`src/rtl/dadda_pkg.sv`:
```
// Shared sizing constants for the 16x16 Dadda multiplier datapath.
// The reduction tree and the final carry-propagate adder both pull their
// widths from here so the two halves can never disagree on row size.
package dadda_pkg;

   localparam int MUL_W     = 16;
   localparam int PROD_W    = 2 * MUL_W;
   localparam int CPA_SPLIT = 16;

endpackage

```
`src/rtl/fa.sv`:
```
// Single-bit full adder cell used as the building block of the ripple slices.
module fa (
   input  logic a,
   input  logic b,
   input  logic ci,
   output logic s,
   output logic co
);

   // Sum and carry-out of one bit position.
   assign s  = a ^ b ^ ci;
   assign co = (a & b) | (ci & (a ^ b));

endmodule

```
`src/rtl/rca_slice.sv`:
```
// N-bit ripple-carry adder slice built from a chain of fa cells.
// The final adder uses two of these so that each register-to-register path
// holds only one slice worth of carry ripple.
module rca_slice #(
   parameter int N = 16
) (
   input  logic [N-1:0] a,
   input  logic [N-1:0] b,
   input  logic         ci,
   output logic [N-1:0] s,
   output logic         co
);

   logic [N:0] w_carry;

   assign w_carry[0] = ci;

   // One full adder per bit, carry rippling from bit 0 upwards.
   for (genvar i = 0; i < N; i++) begin : g_bit
      fa u_fa (
         .a  (a[i]),
         .b  (b[i]),
         .ci (w_carry[i]),
         .s  (s[i]),
         .co (w_carry[i+1])
      );
   end

   assign co = w_carry[N];

endmodule

```
`src/rtl/dadda_final_cpa.sv`:
```
// Two-stage pipelined final carry-propagate adder for the Dadda multiplier.
// Stage 1 adds the low SPLIT bits and parks the high halves plus the carry;
// stage 2 finishes the high half and presents the wrapped product.
// Valid/ready on both sides lets the datapath stall without losing pairs.
module dadda_final_cpa
   import dadda_pkg::*;
#(
   parameter int WIDTH = PROD_W,
   parameter int SPLIT = CPA_SPLIT
) (
   input  logic             clk,
   input  logic             rst,
   input  logic [WIDTH-1:0] row_a,
   input  logic [WIDTH-1:0] row_b,
   input  logic             in_valid,
   output logic             in_ready,
   output logic [WIDTH-1:0] prod,
   output logic             out_valid,
   input  logic             out_ready
);

   localparam int HI_W = WIDTH - SPLIT;

   logic [SPLIT-1:0] r_loSum;
   logic             r_c1;
   logic [HI_W-1:0]  r_hiA;
   logic [HI_W-1:0]  r_hiB;
   logic             r_s1Valid;
   logic [WIDTH-1:0] r_prod;
   logic             r_outValid;

   logic [SPLIT-1:0] w_loSum;
   logic             w_loCarry;
   logic [HI_W-1:0]  w_hiSum;
   logic             w_unusedCarry;
   logic             w_s2Accept;
   logic             w_s1Accept;
   logic             w_inXfer;
   logic             w_move;

   // Low half of the addition, evaluated straight off the input rows.
   rca_slice #(.N(SPLIT)) u_loSlice (
      .a  (row_a[SPLIT-1:0]),
      .b  (row_b[SPLIT-1:0]),
      .ci (1'b0),
      .s  (w_loSum),
      .co (w_loCarry)
   );

   // High half, fed from the stage 1 registers; the top carry wraps away.
   rca_slice #(.N(HI_W)) u_hiSlice (
      .a  (r_hiA),
      .b  (r_hiB),
      .ci (r_c1),
      .s  (w_hiSum),
      .co (w_unusedCarry)
   );

   // Ready chain: a stage can take data if it is empty or is emptying now.
   assign w_s2Accept = !r_outValid || out_ready;
   assign w_s1Accept = !r_s1Valid || w_s2Accept;
   assign w_inXfer   = in_valid && w_s1Accept;
   assign w_move     = r_s1Valid && w_s2Accept;

   assign in_ready   = w_s1Accept;
   assign prod       = r_prod;
   assign out_valid  = r_outValid;

   // Stage 1: capture the low sum, its carry and the untouched high halves.
   always_ff @(posedge clk) begin
      if (rst) begin
         r_s1Valid <= 1'b0;
         r_loSum   <= '0;
         r_c1      <= 1'b0;
         r_hiA     <= '0;
         r_hiB     <= '0;
      end else if (w_inXfer) begin
         r_s1Valid <= 1'b1;
         r_loSum   <= w_loSum;
         r_c1      <= w_loCarry;
         r_hiA     <= row_a[WIDTH-1:SPLIT];
         r_hiB     <= row_b[WIDTH-1:SPLIT];
      end else if (w_move) begin
         r_s1Valid <= 1'b0;
      end
   end

   // Stage 2: assemble the product when stage 1 hands over, else drain.
   always_ff @(posedge clk) begin
      if (rst) begin
         r_outValid <= 1'b0;
         r_prod     <= '0;
      end else if (w_move) begin
         r_outValid <= 1'b1;
         r_prod     <= {w_hiSum, r_loSum};
      end else if (r_outValid && out_ready) begin
         r_outValid <= 1'b0;
      end
   end

endmodule

```
`config.mk`:
```
export PLATFORM = sky130hd
export DESIGN_NAME = dadda_final_cpa
export DESIGN_NICKNAME = d
export VERILOG_FILES = /design/src/rtl/dadda_pkg.sv /design/src/rtl/fa.sv /design/src/rtl/rca_slice.sv /design/src/rtl/dadda_final_cpa.sv
export SDC_FILE = /design/constraint.sdc
export NUM_CORES = 1
export LEC_CHECK = 0
export CORE_MARGIN = 2
export CORE_UTILIZATION = 44
export CTS_CLUSTER_SIZE = 24
export DETAILED_ROUTE_END_ITERATION = 10
export PLACE_DENSITY = 0.76
export SYNTH_ARGS = -nofsm -noshare
export SYNTH_HDL_FRONTEND = slang
export SYNTH_SLANG_ARGS = --single-unit
```
`constraint.sdc`:
```
create_clock -name clk -period 6.95 [get_ports clk]
set_clock_uncertainty 0.2 [all_clocks]
set_input_delay 1.0425 -clock clk [delete_from_list [all_inputs] [get_ports clk]]
set_output_delay 1.0425 -clock clk [all_outputs]
set_load 0.01 [all_outputs]
```
==> metrics.txt <==
Final Critical Period 6790 ps; Die Y just under 100 um; prevailing post-synth register cell dfxtp_1; ratio of cells with drive above 1 in the final layout 0.156; worst hold stages 2; fmax around 150 MHz; initial antenna violation count 0; Clock transition at path regs about 80 ps; outcome finished clean; antenna-violating nets left 0; total grt overflow 0; reg2reg setup slack roughly 270 ps; ANT cells 0; first-pass GRT wire length approximately 15000 um; Core Region a little under 9000 um2; TritonCTS clock tree done; CP Data Arrival Time 6840 ps; Die X just under 100 um; number of failing hold endpoints at the final stage 0; Min-Delay Endpoint prod[12]$_SDFFE_PP0P_; cts bufs inserted 9; Initial Utilization 0.450; most frequent cell after synthesis dfxtp_1; HP Start r_loSum[12]$_SDFFE_PP0P_; max_slew headroom 0.248; Post-Route WL 9490 um; worst vdd ir 101 uV; sequential cell area between 1500 and 2000 um2; Slew @ Worst Pin ~1100 ps; Final period util 0.978; CTS H-tree depth 3; Power Density 211 nW/um2; CP Data Required Time approximately 7000 ps; Netlist cell types 23; IO Port Bufs approximately 100; leading post-synthesis cells by cell area dfxtp_1 43%, fa_1 15%, nand3_1 9.9%; top-level I/O count around 100; leakage power between 0.0015 and 0.002 uW; RSZ-0062 raised after global routing false; CP max FO 1; RR Startpoint r_hiB[0]$_SDFFE_PP0P_; Synth area leader dfxtp_1; vias in the first global route 3239; area of the mapped netlist about 3900 um2; GPL Wtd Cong roughly 0.8; DR vias about 3300; crit path launch type primary input; WL/cell approximately 16 um; # nets final 587; total power about 1100 uW; final setup fails 0; Yosys warnings 0; syn_nets 516; EDFF count, synth 0; largest buffer count on any clock path 2; final setup TNS 0 ps; synth cell count leaders 83 x dfxtp_1, 77 x nand3_1, 73 x a21oi_1, 37 x o21ai_0; syn avg cell area between 9 and 10 um2; via/cell ratio 5.46; largest net degree at the start of global routing 84; Max Slew Vio Count 0; Clock Sinks 83; Hold Path Class reg2reg; # DRC 0; filler instances 773; ys async rst share 0; area of the multi-input gates 2040 um2; worst reg-to-reg path cell count 20; Rows 34; 1st-pass router iterations 4; Die ar. between 9000 and 10000 um2; Seq/Total Area, Yosys 0.426; Max Cap Viol 0; post-synthesis register bit count 83; clk root buf clkbuf_8; Area Overhead vs Synth 31.8%; Iter 0 DRT Violations roughly 140; Post CTS Setup Buffer Count 0; worst skew pair latency about 340 ps; Cells after Synth ~420; R2R Path End prod[31]$_SDFFE_PP0P_; Critical Path Sink Type flop; Global Route Usage Sum 0.198; Final HPWL DP roughly 6000 um; share of the synthesized area in the top cell type 0.426; critical path class in2reg
[worst max path at each step]
| stage | slack, ps | endpoint | from | cells after the start |
|---|---|---|---|---|
| after detailed placement | -660 | r_loSum[15]$_SDFFE_PP0P_ | row_b[0] | 21 |
| after CTS | -190 | r_loSum[15]$_SDFFE_PP0P_ | row_b[0] | 21 |
| after global routing | 20 | r_loSum[15]$_SDFFE_PP0P_ | row_b[1] | 20 |
| after floorplan | 20 | r_loSum[15]$_SDFFE_PP0P_ | row_a[0] | 20 |
| final | 160 | r_loSum[15]$_SDFFE_PP0P_ | row_b[1] | 20 |
| after global placement | -570 | r_loSum[15]$_SDFFE_PP0P_ | row_a[0] | 21 |
[report_power, final]
part,leakage (uW),switching (uW),internal (uW),total (uW)
logic,0.000984,83.6,90.9,175
registers,0.000680,18.0,504,522
clock network,0.000113,165,222,387
[cell type report]
class | instances | area share
timing repair buffer | 104 | 0.199
clock buffer | 12 | 0.0302
clock inverter | 4 | 0.0141
tap | 108 | 0.0263
multi-input combinational | 276 | 0.397
inverter | 14 | 0.0107
sequential | 83 | 0.323
[repair_timing]
| item | 4_1_cts | 5_1_grt |
|---|---|---|
| endpoints found under the setup margin | 3 | 3 |
| cloned | 0 | 0 |
| hold buffers | 0 | 0 |
| resized for setup | 25 | 0 |
| pin swaps | 21 | 19 |
[through the flow]
stage | util | hold WS (ps) | cell area, um2 | instances | worst slack, ps
2_1_floorplan | - | 240 | 3950 | 417 | 16.7
3_3_place_gp | 0.563 | 249 | 4890 | 585 | -568
3_5_place_dp | 0.563 | 255 | 4890 | 585 | -664
4_1_cts | 0.593 | 265 | 5140 | 601 | -193
5_1_grt | 0.593 | 281 | 5140 | 601 | 16.8
6_report | 0.593 | 267 | 5140 | 601 | 156
[kinds of logic after synthesis]
kind of cell,after synthesis,share of synthesized area
AO/OA/AOI/OAI,164,0.233
XOR/XNOR,1,0.00609
adder cells (fa/ha/maj),31,0.157
buffers and inverters,58,0.0728
flip-flops,83,0.426
AND/OR/NAND/NOR,80,0.105
[state kept, by name, summed over array words and instances, names as in the netlist]
| signal | count |
|---|---|
| out_valid | 1 |
| prod | 32 |
| r_c1 | 1 |
| r_hiA | 16 |
| r_hiB | 16 |
| r_loSum | 16 |
| r_s1Valid | 1 |
[routing by layer]
metal / share of wire / wire length (um) / track usage
met5: 0 / 0 / 0
met4: 0.016 / 150 / 0.0664
met3: 0.057 / 537 / 0.0379
met2: 0.50 / 4770 / 0.344
met1: 0.43 / 4030 / 0.249
[worst max-delay path, stage by stage]
cell           delay [ps]
dlygate4sd2_1         260
fa_2                  370
fa_2                  350
fa_2                  360
fa_2                  350
fa_2                  350
fa_2                  360
fa_2                  350
fa_2                  350
inv_2                  70
fa_2                  190
inv_2                  40
fa_2                  350
fa_2                  360
fa_2                  350
fa_2                  340
fa_2                  340
inv_2                  60
fa_1                  400
a311oi_1              210
[cell usage in the layout (no fill, tap or decap), types with 2 or more instances in the layout]
cell,instances
o21ai_1,30
bufinv_16,2
fa_2,27
fa_1,3
buf_6,2
o21ai_0,37
inv_1,9
a311oi_1,4
o21ai_2,10
clkdlybuf4s50_1,95
nand3_1,77
buf_4,3
buf_2,2
a21oi_2,10
a21oi_1,73
clkbuf_8,11
inv_2,4
dfxtp_1,83
Power figures use the tool's default switching activity.
